===== config.mk =====
export PLATFORM = sky130hd
export DESIGN_NAME = pbit_group_sequencer
export DESIGN_NICKNAME = d
export VERILOG_FILES = /design/src/rtl/pbit_seq_pkg.sv /design/src/rtl/pbit_group_mask_table.sv /design/src/rtl/pbit_group_sequencer.sv
export SDC_FILE = /design/constraint.sdc
export NUM_CORES = 1
export LEC_CHECK = 0
export BUFFER_PORTS_ARGS = -buffer_cell sky130_fd_sc_hd__buf_2
export CELL_PAD_IN_SITES_DETAIL_PLACEMENT = 1
export CELL_PAD_IN_SITES_GLOBAL_PLACEMENT = 1
export CORE_MARGIN = 5
export CORE_UTILIZATION = 25
export CTS_BUF_LIST = sky130_fd_sc_hd__clkbuf_4 sky130_fd_sc_hd__clkbuf_8 sky130_fd_sc_hd__clkbuf_16
export CTS_CLUSTER_DIAMETER = 80
export DETAILED_ROUTE_END_ITERATION = 8
export HOLD_SLACK_MARGIN = 0.06
export PLACE_DENSITY = 0.5
export SKIP_CTS_REPAIR_TIMING = 1
export SYNTH_ARGS = -nofsm -noshare
export SYNTH_HDL_FRONTEND = slang
export SYNTH_SLANG_ARGS = --single-unit

===== constraint.sdc =====
create_clock -name clk -period 5.7 [get_ports clk]
set_input_delay 0.57 -clock clk [delete_from_list [all_inputs] [get_ports clk]]
set_output_delay 0.57 -clock clk [all_outputs]
set_load 0.02 [all_outputs]

===== src/rtl/pbit_seq_pkg.sv =====
// pbit_seq_pkg: sequencer state type and the reset-time default mask pattern.
package pbit_seq_pkg;

    typedef enum logic [1:0] {IDLE, RUN, FINISH} seq_state_t;

    function automatic logic default_mask_bit(input int pbit, input int group, input int n_groups);
        return (pbit % n_groups) == group;
    endfunction

endpackage


===== src/rtl/pbit_group_mask_table.sv =====
// pbit_group_mask_table: per-group p-bit enable masks with a range-checked write port.
// SKIP_EMPTY_GROUPS_EN adds a per-group non-empty flag vector.
module pbit_group_mask_table
    import pbit_seq_pkg::*;
#(
    parameter int N_PBITS = 7,
    parameter int N_GROUPS = 3,
    localparam int GW = $clog2(N_GROUPS)
) (
    input  logic               clk,
    input  logic               rst,
    input  logic               we,
    input  logic               wr_ok,
    input  logic [GW-1:0]      addr,
    input  logic [N_PBITS-1:0] wdata,
    input  logic [GW-1:0]      rd_addr,
    output logic [N_PBITS-1:0] rd_mask,
`ifdef SKIP_EMPTY_GROUPS_EN
    output logic [N_GROUPS-1:0] nonempty,
`endif
    output logic               err
);

    logic [N_PBITS-1:0] mask [N_GROUPS];
    logic in_range;

    assign in_range = int'(addr) < N_GROUPS;
    assign rd_mask = mask[rd_addr];

    always_ff @(posedge clk or posedge rst) begin
        if (rst) begin
            for (int g = 0; g < N_GROUPS; g++)
                for (int i = 0; i < N_PBITS; i++)
                    mask[g][i] <= default_mask_bit(i, g, N_GROUPS);
            err <= 1'b0;
        end else begin
            err <= we && !(wr_ok && in_range);
            if (we && wr_ok && in_range)
                mask[addr] <= wdata;
        end
    end

`ifdef SKIP_EMPTY_GROUPS_EN
    always_comb begin
        nonempty = '0;
        for (int g = 0; g < N_GROUPS; g++)
            nonempty[g] = |mask[g];
    end
`endif

endmodule


===== src/rtl/pbit_group_sequencer.sv =====
// pbit_group_sequencer: steps p-bit enable masks group by group for a programmed dwell and sweep count.
// SKIP_EMPTY_GROUPS_EN skips all-zero groups without spending dwell on them.
module pbit_group_sequencer
    import pbit_seq_pkg::*;
#(
    parameter int N_PBITS = 7,
    parameter int N_GROUPS = 3,
    parameter int DWELL_W = 8,
    parameter int SWEEP_W = 16,
    localparam int GW = $clog2(N_GROUPS)
) (
    input  logic               clk,
    input  logic               rst,
    input  logic               start,
    input  logic               stop,
    input  logic [SWEEP_W-1:0] num_sweeps,
    input  logic [DWELL_W-1:0] dwell,
    input  logic               cfg_we,
    input  logic [GW-1:0]      cfg_addr,
    input  logic [N_PBITS-1:0] cfg_mask,
    output logic [N_PBITS-1:0] pbit_en,
    output logic [GW-1:0]      group_idx,
    output logic               busy,
    output logic [SWEEP_W-1:0] sweep_count,
    output logic               done,
    output logic               cfg_err
);

    seq_state_t state, state_n;
    logic [GW-1:0] group_n, first_g, adv_g;
    logic adv_wrap, any_ne;
    logic [DWELL_W-1:0] dwell_lat, dwell_n, cnt, cnt_n;
    logic [SWEEP_W-1:0] target, target_n, sweep_n;
    logic [N_PBITS-1:0] rd_mask;

`ifdef SKIP_EMPTY_GROUPS_EN
    logic [N_GROUPS-1:0] nonempty;
`endif

    pbit_group_mask_table #(
        .N_PBITS (N_PBITS),
        .N_GROUPS(N_GROUPS)
    ) u_table (
        .clk     (clk),
        .rst     (rst),
        .we      (cfg_we),
        .wr_ok   (state == IDLE),
        .addr    (cfg_addr),
        .wdata   (cfg_mask),
        .rd_addr (group_n),
        .rd_mask (rd_mask),
`ifdef SKIP_EMPTY_GROUPS_EN
        .nonempty(nonempty),
`endif
        .err     (cfg_err)
    );

`ifdef SKIP_EMPTY_GROUPS_EN
    // Scan downwards so the nearest non-empty group wins; k=N_GROUPS revisits the current group.
    always_comb begin
        logic [GW-1:0] c;
        first_g = '0;
        adv_g = '0;
        adv_wrap = 1'b0;
        c = '0;
        for (int k = N_GROUPS - 1; k >= 0; k--)
            if (nonempty[GW'(k)]) first_g = GW'(k);
        for (int k = N_GROUPS; k >= 1; k--) begin
            c = GW'((int'(group_idx) + k) % N_GROUPS);
            if (nonempty[c]) begin
                adv_g = c;
                adv_wrap = int'(group_idx) + k >= N_GROUPS;
            end
        end
    end
    assign any_ne = |nonempty;
`else
    assign first_g = '0;
    assign any_ne = 1'b1;
    assign adv_wrap = group_idx == GW'(N_GROUPS - 1);
    assign adv_g = adv_wrap ? '0 : group_idx + GW'(1);
`endif

    always_comb begin
        state_n = state;
        group_n = group_idx;
        cnt_n = cnt;
        dwell_n = dwell_lat;
        target_n = target;
        sweep_n = sweep_count;
        case (state)
            IDLE: if (start && !stop) begin
                dwell_n = (dwell == '0) ? DWELL_W'(1) : dwell;
                target_n = num_sweeps;
                cnt_n = dwell_n - DWELL_W'(1);
                sweep_n = '0;
                group_n = first_g;
                state_n = any_ne ? RUN : FINISH;
            end
            RUN: if (stop) begin
                state_n = IDLE;
                group_n = '0;
            end else if (cnt != '0) begin
                cnt_n = cnt - DWELL_W'(1);
            end else begin
                cnt_n = dwell_lat - DWELL_W'(1);
                group_n = adv_g;
                if (adv_wrap)
                    sweep_n = sweep_count + SWEEP_W'(1);
                if (adv_wrap && target != '0 && sweep_n == target) begin
                    state_n = FINISH;
                    group_n = '0;
                end
            end
            default: state_n = IDLE;
        endcase
    end

    always_ff @(posedge clk or posedge rst) begin
        if (rst) begin
            state <= IDLE;
            group_idx <= '0;
            cnt <= '0;
            dwell_lat <= '0;
            target <= '0;
            sweep_count <= '0;
            pbit_en <= '0;
            busy <= 1'b0;
            done <= 1'b0;
        end else begin
            state <= state_n;
            group_idx <= group_n;
            cnt <= cnt_n;
            dwell_lat <= dwell_n;
            target <= target_n;
            sweep_count <= sweep_n;
            pbit_en <= (state_n == RUN) ? rd_mask : '0;
            busy <= state_n == RUN;
            done <= state_n == FINISH;
        end
    end

endmodule


# == After elaboration in Yosys (flattened, before gate mapping) ==
# Cells that the tools add are included.
# totals
output_inout_bits,28
elab_cells,81
ff_bits,83
# classes
mux,31
eq_ne,8
n_lt_le_gt_ge,4
n_reduce_logical,18
bitwise,2
add_sub_neg,5
# op_table
operator,n
16-bit 2-to-1 mux,7
8-bit 2-to-1 mux,4
16-bit one-hot mux with 2 select lines,1
7-bit 2-to-1 mux,4
8-bit by 1-bit subtractor with 8-bit output (second input constant),3
21-bit bitwise mux,1
2-bit 2-to-1 mux,9
16-bit by 1-bit adder with 16-bit output (second input constant),1
16-bit == test,1
8-bit one-hot mux with 2 select lines,1
16-bit nonzero test,1
7-bit binary-select mux with 2-bit select,1
7-bit demux with 2-bit select,1
1-bit logical AND,8
8-bit logical NOT,1
2-bit one-hot mux with 2 select lines,2
8-bit nonzero test,1
3-bit >= comparator (second input constant),2
2-bit != test (second input constant),3
2-bit NOT with 3-bit output,2
2-bit by 1-bit == test with 1-bit output (second input constant),2
2-bit == test (second input constant),2
4-bit AND reduction,1
3-bit by 1-bit less-than comparator with 1-bit output (second input constant),1
7 further kinds,8

# == Logic depth before layout (Yosys ltp) ==
# depth
ltp_word,16
depth_mapped,10

# == By module ==
# A second synthesis with hierarchy kept.
# hier_totals
hier_cells,484
area_unflattened_um2,4544.4
# modules_own_cells
module,cells_per_inst,seq_area_each_um2,area_per_inst_um2,instances
pbit_group_sequencer,416,1526.5,3502.1,1
pbit_group_mask_table,68,559.3,1042.2,1

# == Worst setup path before layout ==
# No wires, ideal clock.
# synth_timing
path_kind,flip-flop to flip-flop
from,reg sweep_count[0]
to,reg pbit_en[0]
stages_incl_launch_ff,9
t_arrival_ns,2.291
slack_ns,3.270
required_time_ns,5.561
setup_ns,0.139
path_cell_list,dfrtp_1 -> ha_1 -> nand4b_4 -> nor4_1 -> xnor2_1 -> nor4_2 -> o2111ai_2 -> o31ai_4 -> a21oi_1
# synth_via
elab_chain_len,16
# synth_rtl
element,line_no,rtl
from (decl),pbit_group_sequencer.sv:24,"output logic [SWEEP_W-1:0] sweep_count,"
from (signal assigned),pbit_group_sequencer.sv:136,sweep_count <= sweep_n;
16-bit by 1-bit adder with 16-bit output,pbit_group_sequencer.sv:109,sweep_n = sweep_count + SWEEP_W'(1);
16-bit 2-to-1 mux *,pbit_group_sequencer.sv:108,if (adv_wrap)
16-bit 2-to-1 mux *,pbit_group_sequencer.sv:103,end else if (cnt != '0) begin
16-bit 2-to-1 mux *,pbit_group_sequencer.sv:100,RUN: if (stop) begin
16-bit 2-to-1 mux *,pbit_group_sequencer.sv:91,case (state)
16-bit == test *,pbit_group_sequencer.sv:110,if (adv_wrap && target != '0 && sweep_n == target) begin
1-bit logical AND *,pbit_group_sequencer.sv:110,
2-bit 2-to-1 mux,pbit_group_sequencer.sv:110,
2-bit 2-to-1 mux,pbit_group_sequencer.sv:103,
2-bit 2-to-1 mux,pbit_group_sequencer.sv:100,
2-bit one-hot mux with 2 select lines,pbit_group_sequencer.sv:91,
2-bit NOT with 3-bit output (not written as such),pbit_group_mask_table.sv:28,assign rd_mask = mask[rd_addr];
7-bit binary-select mux with 2-bit select,pbit_group_mask_table.sv:28,
7-bit 2-to-1 mux (not written as such) (2 in a row),pbit_group_mask_table.sv:28,
7-bit 2-to-1 mux *,pbit_group_sequencer.sv:137,pbit_en <= (state_n == RUN) ? rd_mask : '0;
to (signal assigned),pbit_group_sequencer.sv:137,
to (decl),pbit_group_sequencer.sv:21,"output logic [N_PBITS-1:0] pbit_en,"
# Mark *: on every way between the ends. The rest lies on a longest branch, timed or not. The select of a mux whose other input is x is not followed.
# A chain may end at the register's enable or synchronous reset.

# == Worst setup path after layout ==
# layout_timing
from,reg state[1]
to,reg sweep_count[14]
# layout_via
elab_chain_len,3
# layout_rtl
element,line_no,rtl
from (decl),pbit_group_sequencer.sv:29,"seq_state_t state, state_n;"
from (signal assigned),pbit_group_sequencer.sv:131,state <= state_n;
2-bit by 1-bit == test with 1-bit output or 2-bit logical NOT (tied branches),pbit_group_sequencer.sv:91,
2-bit != test (no line) or 2-bit nonzero test (tied branches),-,
4-bit AND reduction (no line),-,
# Parallel ways exist; a longest one is shown, timed or not.

==> flow_summary_export.csv <==
group,metric,value,unit
synthesis,netlist-cell-type-count,55,
global_routing,first_global_vias,3703,
power,clockPowerShare,34.9,%
critical_path,path_buf_inv,0,
cells_and_area,finish.cell_count_without_fillers,712,
floorplan,ioPinCount,66,
cts,max-clock-path-buffers,2,
cells_and_area,diodes,0,
sta,final-hold-violation-count,0,
synthesis,synth-async-reset-ratio,100,%
floorplan,die_height,142,µm
power,ir_drop,0.135,mV
cts,clock_sinks,83,
critical_path,cpMaxStageDelayCell,"sky130_fd_sc_hd__nor2_1",
power,combPwrFrac,18.3,%
cells_and_area,finish.net_count,522,
sta,final-setup-viol-count,0,
sta,final.hold.worst_slack,0.449,ns
synthesis,synth_ff_type,"sky130_fd_sc_hd__dfrtp_1",
detailed_routing,drc_errors,0,
synthesis,synth.yosys.seq_area_share,48.2,%
placement,pre_cts_slack,2.36,ns
critical_path,worst_setup_path_end_kind,"flop",
critical_path,rr_endpoint,"sweep_count[14]",
global_routing,grt_antenna_before_repair,0,
synthesis,synthesis.instances,417,
global_routing,first_pass_grt_wire_length,20900,µm
critical_path,crit_type,"reg2reg",
sta,layout_worst_path_cycle_share,52.4,%
synthesis,synth.cell_area,0.00432,mm²
outcome,status,"complete, no violations",
critical_path,worst-r2r-cell-count,7,
detailed_routing,initial_drc_count,168,
critical_path,timing.critical_path.from,"state[1]",
sta,timing.fmax,335,MHz
sta,grt_setup_unrepaired,"false",
detailed_routing,drtAntennaViolNets,0,
synthesis,synth.area.top_cells,"sky130_fd_sc_hd__dfrtp_1 44%, sky130_fd_sc_hd__mux2_2 11%, sky130_fd_sc_hd__dfstp_2 4.3%",
power,net-switching-power,517,µW
sta,layout_min_cycle_time,2.99,ns
run,maxCapViolations,0,
placement,placed_cell_area,0.00489,mm²
cts,cts_h_tree_depth,3,
synthesis,synth.avg_cell_area,10.4,µm²
global_routing,grt.overflow.total,0,
synthesis,synth.largest_area_cell,"sky130_fd_sc_hd__dfrtp_1",
critical_path,worst-r2r-setup-slack,2.71,ns
cts,clock_tree_from_tritoncts,"done",
sta,post-route-worst-setup-slack,2.71,ns
worst_hold_path,min-delay-start,"num_sweeps[6]",
power,power_per_cell_area,325,mW/mm²
sta,finalMaxSlewViolations,0,
floorplan,die_x,142,µm
critical_path,rr_startpoint,"state[1]",
critical_path,timing.critical_path.arrival,3.24,ns
detailed_routing,vias_per_cell,4.82,
cts,worstSkewPairLatency,0.35,ns
synthesis,ys_warn_count,0,
floorplan,core_region_area,0.0171,mm²
placement,placed_cells_incl_taps,696,
synthesis,ys_ff_latch,83,
critical_path,cp-endpoint,"sweep_count[14]",
cts,clk_root_buffer_cell,"sky130_fd_sc_hd__clkbuf_16",
sta,final.setup_skew,0.00888,ns
cts,clkTransAtPathRegs,0.07,ns
placement,dp_wirelength,9510,µm
synthesis,synth_enable_flop_cells,0,
cells_and_area,fin_area,0.00518,mm²
critical_path,worst_path_dominant_cell_family,"simple AND/OR/NAND/NOR gates",
detailed_routing,route.final.wire_length,13000,µm
floorplan,dieArea,0.0200,mm²
floorplan,start_util,25.3,%
critical_path,critPathRequiredTime,5.96,ns
sta,max_slew.worst_pin.slew,1.11,ns
placement,port_buffers,65,
cts,cts_inserted_buffers,9,
cells_and_area,layout_commonest_cell,"sky130_fd_sc_hd__dfrtp_1",
power,swShare,30.7,%
global_routing,grt_start_max_net_pins,84,
synthesis,netlist.area_leader.share,44.0,%
worst_hold_path,timing.hold.worst.class,"in2reg",
critical_path,cp.depth,7,
detailed_routing,drt_pass1_iterations,4,
critical_path,timing.critical_path.slowest_cell_delay,0.55,ns
detailed_routing,routed-via-count,3430,
critical_path,crit_chain,"nand2b_1 -> nor2_1 -> or2_1 -> nand2_1 -> nor2_1 -> nand2_1 -> o31ai_1",
placement,gp_congestion,0.756,
cells_and_area,final_layout_size_suffix_gt1_share,30.0,%
sta,slew-limit-headroom,25.9,%
detailed_routing,wire_per_inst,18.2,µm
cells_and_area,most_frequent_cells_in_the_layout,"76 x sky130_fd_sc_hd__dfrtp_1, 65 x sky130_fd_sc_hd__buf_2, 43 x sky130_fd_sc_hd__mux2_2",
critical_path,critPathMaxFanout,14,
power,internal_power,1170,µW
global_routing,groute.usage.overall,13.5,%
sta,setup_tns,0,ns
power,power_frac_seq,46.8,%
critical_path,start_kind,"flop",
power,power.leakage,0.00223,µW
floorplan,core.rowCount,48,
synthesis,syn-num-nets,457,
cells_and_area,area.growth.synth_to_final,19.8,%
==> how the worst min path moves through the flow <==
stage,end,cells past startpoint,slack (ns)
after floorplan,u_table.mask[10],1,0.48
after global placement,pbit_en[4],2,0.49
after detailed placement,pbit_en[1],2,0.50
after CTS,target[6],3,0.44
after global routing,target[11],2,0.44
final,target[6],3,0.45
==> routing by layer <==
layer  share of wire [%]  vias to the layer above  global-route usage (%)
met5                   0                        -                       0
met4                 1.2                        0                    4.39
met3                 3.7                       11                    2.83
met2                  47                       55                    21.7
met1                  48                     1723                    18.2
li1                    -                     1641                       -
==> layout make-up <==
class	count	area, µm²
tap	225	282
timing repair buffer	69	355
fill	1956	11900
clock inverter	5	45.0
multi-input combinational	307	2120
sequential	83	2090
clock buffer	11	246
inverter	12	46.3
==> worst min-delay path: stages <==
cell and delay [ns]:
sky130_fd_sc_hd__buf_2 0.08, sky130_fd_sc_hd__nand2_1 0.04, sky130_fd_sc_hd__o21ai_0 0.06
==> registers in the layout, indices dropped and copies added (netlist names) <==
| name | flops |
|---|---|
| target | 16 |
| sweep_count | 16 |
| done | 1 |
| dwell_lat | 8 |
| u_table.mask | 21 |
| pbit_en | 7 |
| busy | 1 |
| cnt | 8 |
| state | 2 |
| group_idx | 2 |
| u_table.err | 1 |
==> metrics by stage <==
step           utilization, %  total power [µW]
3_5_place_dp             28.6              1120
2_1_floorplan               -               998
6_report                 30.3              1680
3_3_place_gp             28.6              1100
4_1_cts                  30.3              1710
5_1_grt                  30.3              1780
==> power by group through the flow <==
stage          logic (µW)  registers [µW]  clock network (µW)
6_report              308             787                 587
2_1_floorplan         223             775                   0
4_1_cts               315             791                 606
3_3_place_gp          305             796                   0
5_1_grt               345             802                 633
3_5_place_dp          314             802                   0
==> Yosys cell counts (all sizes together), types with 2 or more instances <==
cell	number
o21bai	2
buf	8
o211ai	2
a21oi	24
nand4	6
nor2	39
xor2	9
nor3b	2
and2	3
inv	12
a211oi	2
nand2	35
nor2b	3
nand3b	2
mux2	43
nand2b	5
xnor2	19
dfstp	7
o41ai	2
a22oi	7
a31oi	4
a21o	2
o21ai	30
or2	2
o31ai	6
a311oi	2
nor4	13
clkbuf	7
nand3	7
dfrtp	76
nand4b	10
nor3	9
ha	2
and3	3
==> cell families after synthesis <==
kind of cell	count (synthesis)	synth area share, %
adders and majority gates	2	0.579
muxes	43	11.2
and+or+nand+nor	142	17.9
xor gates and xnor gates	28	5.67
buffers and inverters	27	2.84
DFF	83	48.2
AOI/OAI and AO/OA	92	13.5
(Power assumes the default switching activity.)
